==> src/rtl/ahb_arbiter_2m_if.sv <==
// Bus-side signal bundle of the two-master AHB-Lite arbiter.
// The slave modport is the arbiter's view; the master modport is the surrounding fabric's view.
interface ahb_arbiter_2m_if;
    logic [1:0] HBUSREQ;
    logic [1:0] HLOCK;
    logic       HREADY;
    logic [1:0] HTRANS;
    logic [2:0] HBURST;
    logic [1:0] HGRANT;
    logic       HMASTER;
    logic       HMASTER_D;
    logic       HMASTLOCK;

    modport slave (
        input  HBUSREQ, HLOCK, HREADY, HTRANS, HBURST,
        output HGRANT, HMASTER, HMASTER_D, HMASTLOCK
    );

    modport master (
        output HBUSREQ, HLOCK, HREADY, HTRANS, HBURST,
        input  HGRANT, HMASTER, HMASTER_D, HMASTLOCK
    );
endinterface

==> src/rtl/ahb_arbiter_2m.sv <==
// Two-master AHB-Lite arbiter: tracks the owner's burst so the bus only changes hands at
// legal boundaries, honours locked sequences, and drives address/data-phase master selects.
module ahb_arbiter_2m #(
    parameter logic DEFAULT_MASTER = 1'b0,
    parameter logic PRIORITY_MODE  = 1'b0
) (
    input  logic           HCLK,
    input  logic           HRESET,
    ahb_arbiter_2m_if.slave bus
);

    typedef enum logic [1:0] {
        ST_OPEN  = 2'd0,
        ST_FIXED = 2'd1,
        ST_UNDEF = 2'd2
    } arb_state_e;

    localparam logic [1:0] TR_IDLE   = 2'b00;
    localparam logic [1:0] TR_BUSY   = 2'b01;
    localparam logic [1:0] TR_NONSEQ = 2'b10;
    localparam logic [1:0] TR_SEQ    = 2'b11;

    localparam logic [2:0] BU_SINGLE = 3'b000;
    localparam logic [2:0] BU_INCR   = 3'b001;

    // Beats remaining after the NONSEQ of a fixed-length burst (len-1).
    function automatic logic [3:0] burst_remaining(input logic [2:0] burst);
        logic [3:0] rem;
        case (burst)
            3'b010, 3'b011: rem = 4'd3;
            3'b100, 3'b101: rem = 4'd7;
            3'b110, 3'b111: rem = 4'd15;
            default:        rem = 4'd0;
        endcase
        return rem;
    endfunction

    arb_state_e state_r;
    arb_state_e state_next_s;
    logic [3:0] cnt_r;
    logic [3:0] cnt_next_s;
    logic [1:0] hgrant_r;
    logic       hmaster_r;
    logic       hmaster_d_r;
    logic       hmastlock_r;
    logic       last_r;

    logic       accept_s;
    logic       fixed_s;
    logic       own_req_s;
    logic       own_lock_s;
    logic       rearb_s;
    logic       winner_s;

    assign accept_s   = bus.HREADY & bus.HTRANS[1];
    assign fixed_s    = bus.HBURST[2] | bus.HBURST[1];
    assign own_req_s  = bus.HBUSREQ[hmaster_r];
    assign own_lock_s = bus.HLOCK[hmaster_r];

    assign bus.HGRANT    = hgrant_r;
    assign bus.HMASTER   = hmaster_r;
    assign bus.HMASTER_D = hmaster_d_r;
    assign bus.HMASTLOCK = hmastlock_r;

    // Burst tracker next-state and beat counter; nothing advances while HREADY is low.
    always_comb begin
        state_next_s = state_r;
        cnt_next_s   = cnt_r;
        if (bus.HREADY) begin
            case (bus.HTRANS)
                TR_IDLE: begin
                    state_next_s = ST_OPEN;
                    cnt_next_s   = 4'd0;
                end
                TR_BUSY: begin
                    state_next_s = state_r;
                    cnt_next_s   = cnt_r;
                end
                TR_NONSEQ: begin
                    // An undefined burst whose owner has withdrawn is handed over here.
                    if ((state_r == ST_UNDEF) && !own_req_s) begin
                        state_next_s = ST_OPEN;
                        cnt_next_s   = 4'd0;
                    end else if (fixed_s) begin
                        state_next_s = ST_FIXED;
                        cnt_next_s   = burst_remaining(bus.HBURST);
                    end else if (bus.HBURST == BU_INCR) begin
                        state_next_s = ST_UNDEF;
                        cnt_next_s   = 4'd0;
                    end else begin
                        state_next_s = ST_OPEN;
                        cnt_next_s   = 4'd0;
                    end
                end
                TR_SEQ: begin
                    cnt_next_s = (cnt_r != 4'd0) ? (cnt_r - 4'd1) : 4'd0;
                    case (state_r)
                        ST_FIXED: state_next_s = (cnt_r <= 4'd1) ? ST_OPEN : ST_FIXED;
                        ST_UNDEF: state_next_s = own_req_s ? ST_UNDEF : ST_OPEN;
                        default:  state_next_s = state_r;
                    endcase
                end
                default: begin
                    state_next_s = state_r;
                    cnt_next_s   = cnt_r;
                end
            endcase
        end else begin
            state_next_s = state_r;
            cnt_next_s   = cnt_r;
        end
    end

    // Handover eligibility and winner selection for this edge.
    always_comb begin
        rearb_s  = 1'b0;
        winner_s = DEFAULT_MASTER;
        if (bus.HREADY && !own_lock_s) begin
            rearb_s = (bus.HTRANS == TR_IDLE)
                    | (accept_s && (bus.HTRANS == TR_NONSEQ) && (bus.HBURST == BU_SINGLE))
                    | ((state_r == ST_FIXED) && (bus.HTRANS == TR_SEQ) && (cnt_r == 4'd1))
                    | ((state_r == ST_UNDEF) && accept_s && !own_req_s);
        end else begin
            rearb_s = 1'b0;
        end
        case (bus.HBUSREQ)
            2'b01:   winner_s = 1'b0;
            2'b10:   winner_s = 1'b1;
            2'b11:   winner_s = PRIORITY_MODE ? 1'b0 : ~last_r;
            default: winner_s = DEFAULT_MASTER;
        endcase
    end

    // Burst tracker state register.
    always_ff @(posedge HCLK) begin
        if (HRESET) begin
            state_r <= ST_OPEN;
            cnt_r   <= 4'd0;
        end else begin
            state_r <= state_next_s;
            cnt_r   <= cnt_next_s;
        end
    end

    // Registered grant, master selects, lock flag and round-robin history.
    always_ff @(posedge HCLK) begin
        if (HRESET) begin
            hgrant_r    <= DEFAULT_MASTER ? 2'b10 : 2'b01;
            hmaster_r   <= DEFAULT_MASTER;
            hmaster_d_r <= DEFAULT_MASTER;
            hmastlock_r <= 1'b0;
            last_r      <= DEFAULT_MASTER;
        end else if (bus.HREADY) begin
            hmaster_d_r <= hmaster_r;
            if (rearb_s) begin
                hgrant_r    <= {winner_s, ~winner_s};
                hmaster_r   <= winner_s;
                hmastlock_r <= bus.HLOCK[winner_s];
                last_r      <= winner_s;
            end else begin
                hgrant_r    <= hgrant_r;
                hmaster_r   <= hmaster_r;
                hmastlock_r <= hmastlock_r;
                last_r      <= last_r;
            end
        end else begin
            hgrant_r    <= hgrant_r;
            hmaster_r   <= hmaster_r;
            hmaster_d_r <= hmaster_d_r;
            hmastlock_r <= hmastlock_r;
            last_r      <= last_r;
        end
    end

endmodule
==> src/flat_wrapper.sv <==
// flat-port wrapper written by rule: the top's interface ports become plain ports
module ahb_arbiter_2m_flat 
#(
    parameter logic DEFAULT_MASTER = 1'b0,
    parameter logic PRIORITY_MODE  = 1'b0
)
  (HCLK, HRESET, bus_HBUSREQ, bus_HLOCK, bus_HREADY, bus_HTRANS, bus_HBURST, bus_HGRANT, bus_HMASTER, bus_HMASTER_D, bus_HMASTLOCK);
  ahb_arbiter_2m_if bus_i ();
  input  logic HCLK;
  input  logic HRESET;
  input wire logic [$bits(bus_i.HBUSREQ)-1:0] bus_HBUSREQ;
  input wire logic [$bits(bus_i.HLOCK)-1:0] bus_HLOCK;
  input wire logic [$bits(bus_i.HREADY)-1:0] bus_HREADY;
  input wire logic [$bits(bus_i.HTRANS)-1:0] bus_HTRANS;
  input wire logic [$bits(bus_i.HBURST)-1:0] bus_HBURST;
  output wire logic [$bits(bus_i.HGRANT)-1:0] bus_HGRANT;
  output wire logic [$bits(bus_i.HMASTER)-1:0] bus_HMASTER;
  output wire logic [$bits(bus_i.HMASTER_D)-1:0] bus_HMASTER_D;
  output wire logic [$bits(bus_i.HMASTLOCK)-1:0] bus_HMASTLOCK;
  assign bus_i.HBUSREQ = bus_HBUSREQ;
  assign bus_i.HLOCK = bus_HLOCK;
  assign bus_i.HREADY = bus_HREADY;
  assign bus_i.HTRANS = bus_HTRANS;
  assign bus_i.HBURST = bus_HBURST;
  assign bus_HGRANT = bus_i.HGRANT;
  assign bus_HMASTER = bus_i.HMASTER;
  assign bus_HMASTER_D = bus_i.HMASTER_D;
  assign bus_HMASTLOCK = bus_i.HMASTLOCK;
  ahb_arbiter_2m #(.DEFAULT_MASTER(DEFAULT_MASTER), .PRIORITY_MODE(PRIORITY_MODE)) u_core (.HCLK(HCLK), .HRESET(HRESET), .bus(bus_i));
endmodule
==> config.mk <==
export PLATFORM = sky130hd
export DESIGN_NAME = ahb_arbiter_2m_flat
export DESIGN_NICKNAME = d
export VERILOG_FILES = /design/src/rtl/ahb_arbiter_2m_if.sv /design/src/rtl/ahb_arbiter_2m.sv /design/src/flat_wrapper.sv
export SDC_FILE = /design/constraint.sdc
export NUM_CORES = 1
export LEC_CHECK = 0
export ABC_AREA = 1
export ABC_CLOCK_PERIOD_IN_PS = 3300
export CORE_MARGIN = 5
export CORE_UTILIZATION = 49
export CTS_CLUSTER_SIZE = 28
export DETAILED_ROUTE_END_ITERATION = 7
export PLACE_DENSITY = 0.78
export SYNTH_ARGS = -nofsm -noshare
export SYNTH_HDL_FRONTEND = slang
export SYNTH_SLANG_ARGS = --single-unit
export TNS_END_PERCENT = 30
==> constraint.sdc <==
create_clock -name HCLK -period 3.3 [get_ports HCLK]
set_input_delay 0.66 -clock HCLK [delete_from_list [all_inputs] [get_ports HCLK]]
set_output_delay 0.66 -clock HCLK [all_outputs]
set_load 0.1 [all_outputs]
# Yosys cells after proc, flatten, opt, wreduce, memory -nomap -nowiden
# Index checks and enable logic that the tools add are counted.
[totals] input_bits=12 word_cells=73 ff_bits=11
[op_classes] magnitude_cmp=3 n_bitwise=8 n_reduce_logical=19 addsub=1 eq_ne=16 mux=20
[ops] cell="one-hot mux 4 bit (3 select lines)" count=2
[ops] cell="equality test 3 bit (second input constant)" count=4
[ops] cell="2-to-1 mux 4 bit" count=3
[ops] cell="equality test 2 bit (second input constant)" count=5
[ops] cell="logical AND 1 bit" count=8
[ops] cell="2-to-1 mux 1 bit" count=8
[ops] cell="2-to-1 mux 2 bit" count=4
[ops] cell="equality test 3 x 2 -> 1 bit (second input constant)" count=2
[ops] cell="one-hot mux 2 bit (3 select lines)" count=1
[ops] cell="OR reduction 2 bit" count=3
[ops] cell="equality test 2 x 1 -> 1 bit (second input constant)" count=2
[ops] cell="equality test 4 x 1 -> 1 bit (second input constant)" count=1
[ops] cell="<= comparator 4 x 1 -> 1 bit (second input constant)" count=1
[ops] cell="less-than comparator 1 x 2 -> 1 bit (second input constant)" count=2
[ops] cell="OR 1 bit" count=4
[ops] cell="one-hot mux 2 bit (2 select lines)" count=1
[ops] cell="AND reduction 2 bit" count=2
[ops] cell="nonzero test 4 bit" count=1
[ops] cell="subtractor 4 x 1 -> 4 bit (second input constant)" count=1
[ops] cell="equality test 3 x 1 -> 1 bit (second input constant)" count=1
[ops] cell="zero test 3 bit" count=1
[ops] cell="!= test 3 x 2 -> 1 bit (second input constant)" count=1
[ops] cell="inverter 1 bit" count=3
[ops] cell="AND reduction 3 bit" count=1
[ops] cell="other kinds (4)" count=5

# Longest topological paths before layout
[depth] depth_word=8 depth_mapped=8

# Least setup slack after synthesis
# No wires, ideal clock.
[synth_timing] path_kind="flip-flop to output port" startpoint="reg, netlist name u_core.bus.HMASTER" endpoint="out bus_HGRANT[1]" arrival_ps=1491 setup_slack_ps=1149 n_path_buf=1 stages_incl_launch_ff=2 required_ps=2640 path_cell_list="dfxtp_1 > buf_4"
[synth_lines] item="end, declared" line_no="flat_wrapper.sv:16" rtl="output wire logic [$bits(bus_i.HGRANT)-1:0] bus_HGRANT;"

# Worst setup path in the final report
[layout_timing] startpoint="reg u_core.hmaster_r (netlist: u_core.bus.HMASTER)" endpoint="out bus_HMASTER"
[layout_lines] item="start, declared" line_no="ahb_arbiter_2m.sv:43" rtl="logic hmaster_r;"
[layout_lines] item="start signal, assigned" line_no="ahb_arbiter_2m.sv:157" rtl="hmaster_r <= winner_s;"
[layout_lines] item="start signal, assigned" line_no="ahb_arbiter_2m.sv:162" rtl="hmaster_r <= hmaster_r;"
[layout_lines] item="start signal, assigned" line_no="ahb_arbiter_2m.sv:168" rtl="hmaster_r <= hmaster_r;"
[layout_lines] item="end, declared" line_no="flat_wrapper.sv:17" rtl="output wire logic [$bits(bus_i.HMASTER)-1:0] bus_HMASTER;"
# No word-level cell between the ends.

==> impl_metrics.csv <==
group,metric,value,unit
final_layout,drive_above_1_share,20.0,%
global_routing,antenna_found_initial,0,
drt,postRouteAntennaNets,0,
timing,rsz0062_at_grt,"false",
clock_tree,clock_sinks,10,
timing,tightest_slew,296,ps
synth,synth_fp_nets,113,
timing,final.setup.tns,0,ps
clock_tree,cts_tree,"yes",
final_layout,n_antenna_cell,0,
timing,hold_viol_final,0,
clock_tree,clockBufferDepth,2,
floorplan,die_h,46.7,um
synth,ys_ff_latch,10,
place,gp_congestion,0.846,
pwr,ir_drop,0.000219,V
hold_path,hold_class,"flop to flop",
timing,period_needed,1770,ps
flow_run,cap_violations,0,
worst_setup_path,arrival,1110,ps
floorplan,initial_core_util,51.3,%
worst_setup_path,start_kind,"flop",
worst_setup_path,worstPathRequired,2640,ps
synth,synth_largest_area_cell,"dfxtp_1",
synth,ys_seq_area_share,30.4,%
worst_setup_path,max_stage_delay,480,ps
status,status,"complete, no violations",
clock_tree,h-tree-depth,1,
clock_tree,cts_buffers,3,
floorplan,num_rows,13,
floorplan,die_x,46.7,um
timing,finalClockSkew,4.63,ps
worst_setup_path,critPathTopFamily,"flip-flops",
timing,finalCritPeriodShare,53.5,%
synth,syn-instance-count,101,
synth,ys_warn_count,0,
synth,netlist_top_cells_area,"dfxtp_1, nand2_1, inv_1, a21oi_1, nor2_1",
global_routing,track_usage,16.2,%
worst_setup_path,crit_buf_inv,1,
drt,drc,0,
worst_setup_path,cp_cell_sequence,"buf_4",
worst_setup_path,critical_path_class,"flop to primary output",
worst_setup_path,end_kind,"primary output",
clock_tree,clk_latency,280,ps
worst_setup_path,worst-path-max-fanout,8,
synth,synth_cell_types,22,
synth,ys.flop_type,"dfxtp_1",
drt,drtIter0Drc,8,
worst_setup_path,cp_slowest_cell,"dfxtp_1",
clock_tree,cts_setup_buffers,0,
place,dp_slack,1320,ps
global_routing,first_global_vias,620,
place,dpl.hpwl,1170,um
floorplan,fp.dieArea,0.00218,mm2
floorplan,ios,17,
clock_tree,ctsHoldBuffers,0,
timing,fin_ws,1530,ps
drt,wirelength,1470,um
drt,via_per_inst,4.99,
synth,synth-async-reset-ratio,0,%
timing,max_slew_margin,80.2,%
drt,wl_per_cell,10.9,um
global_routing,grt_max_degree,10,
place,io_buffers,16,
synth,syn_area,659,um2
pwr,powerDensity,404,mW/mm2
pwr,leakage,0.390,nW
final_layout,fin_nets,133,
clock_tree,cts_resized,0,
timing,setup_viol,0,
drt,drt_pass1_iterations,4,
timing,max_freq,566,MHz
global_routing,grt_overflow,0,
synth,synth_edf_count,0,
worst_setup_path,regToRegSetupSlack,2060,ps
synth,syn_avg_cell_area,6.53,um2
clock_tree,cts_root_buf,"clkbuf_4",
global_routing,grt_pass1_wl,2460,um
synth,synth_top_area_share,30.4,%
timing,maxSlewViolCount,0,
floorplan,coreArea,0.00128,mm2
drt,dr_total_vias,673,
final_layout,area_delta_synth_final,29.6,%
clock_tree,clkTransAtPathRegs,70,ps
==> flip-flops by register name, indices dropped and copies added (netlist names) <==
signal,cells
u_core.bus.HGRANT,1
u_core.bus.HMASTER,1
u_core.bus.HMASTER_D,1
u_core.bus.HMASTLOCK,1
u_core.cnt_r,4
u_core.state_r,2
==> stage by stage <==
| step | area, um2 | hold slack, ps | power (mW) | util, % | std cells |
|---|---|---|---|---|---|
| after floorplan | 659 | 438 | 0.201 | - | 101 |
| after global placement | 818 | 448 | 0.229 | 63.7 | 131 |
| after detailed placement | 818 | 451 | 0.231 | 63.7 | 131 |
| after CTS | 855 | 477 | 0.348 | 66.5 | 135 |
| after global routing | 855 | 502 | 0.363 | 66.5 | 135 |
| final | 855 | 471 | 0.345 | 66.5 | 135 |
==> per-layer routing <==
layer | GRT usage, % | part of all wire (%)
met5 | 0 | 0
met4 | 8.29 | 1.7
met3 | 5.86 | 6.1
met2 | 26.4 | 48
met1 | 18.4 | 44
==> path summary, 6_finish.rpt <==
path,startpoint,end,cells after the start
max reg2reg,u_core.bus.HMASTER,u_core.bus.HMASTER,7
max,u_core.bus.HMASTER,bus_HMASTER,1
min,u_core.bus.HGRANT[0],u_core.bus.HGRANT[0],2
min reg2reg,u_core.bus.HGRANT[0],u_core.bus.HGRANT[0],2
==> placed cells by master, fill, tap and decap left out, drive strengths merged <==
master,instances
a31oi,3
clkdlybuf4s50,11
a21boi,1
clkbuf,4
dfxtp,10
inv,19
nand4,2
nor2,9
buf,5
clkinv,1
nand3b,1
o211ai,1
o21ai,8
a21oi,9
a211oi,1
nand3,8
nand2,27
==> cells in the mapped netlist, types with 2 or more instances <==
| cell type | n |
|---|---|
| a21oi_1 | 7 |
| nand3_2 | 2 |
| inv_2 | 4 |
| nand2_2 | 4 |
| inv_1 | 15 |
| o21ai_0 | 6 |
| nor2_1 | 9 |
| nand3_1 | 6 |
| nand4_1 | 2 |
| nand2_1 | 23 |
| dfxtp_1 | 10 |
| a31oi_1 | 3 |
==> power breakdown <==
| part | total (mW) | switching, mW | internal (mW) |
|---|---|---|---|
| clock | 0.117 | 0.0495 | 0.0671 |
| combinational | 0.0937 | 0.0605 | 0.0332 |
| sequential | 0.134 | 0.00653 | 0.128 |
==> cell families (layout without fill, tap and decap cells) <==
| kind of cell | after synthesis | in the layout | share of synthesized area [%] |
|---|---|---|---|
| simple gates | 47 | 47 | 32.6 |
| compound gates | 23 | 23 | 24.5 |
| buf+inv | 21 | 40 | 12.5 |
| flops | 10 | 10 | 30.4 |
==> final cells by class <==
cell class	count	area, um2
flip-flops and latches	10	200
well taps	15	18.8
clock buffers	4	36.3
multi-input cells	70	377
fillers	112	430
repair buffers	16	148
inverters	20	75.1
(Power assumes the default switching activity.)
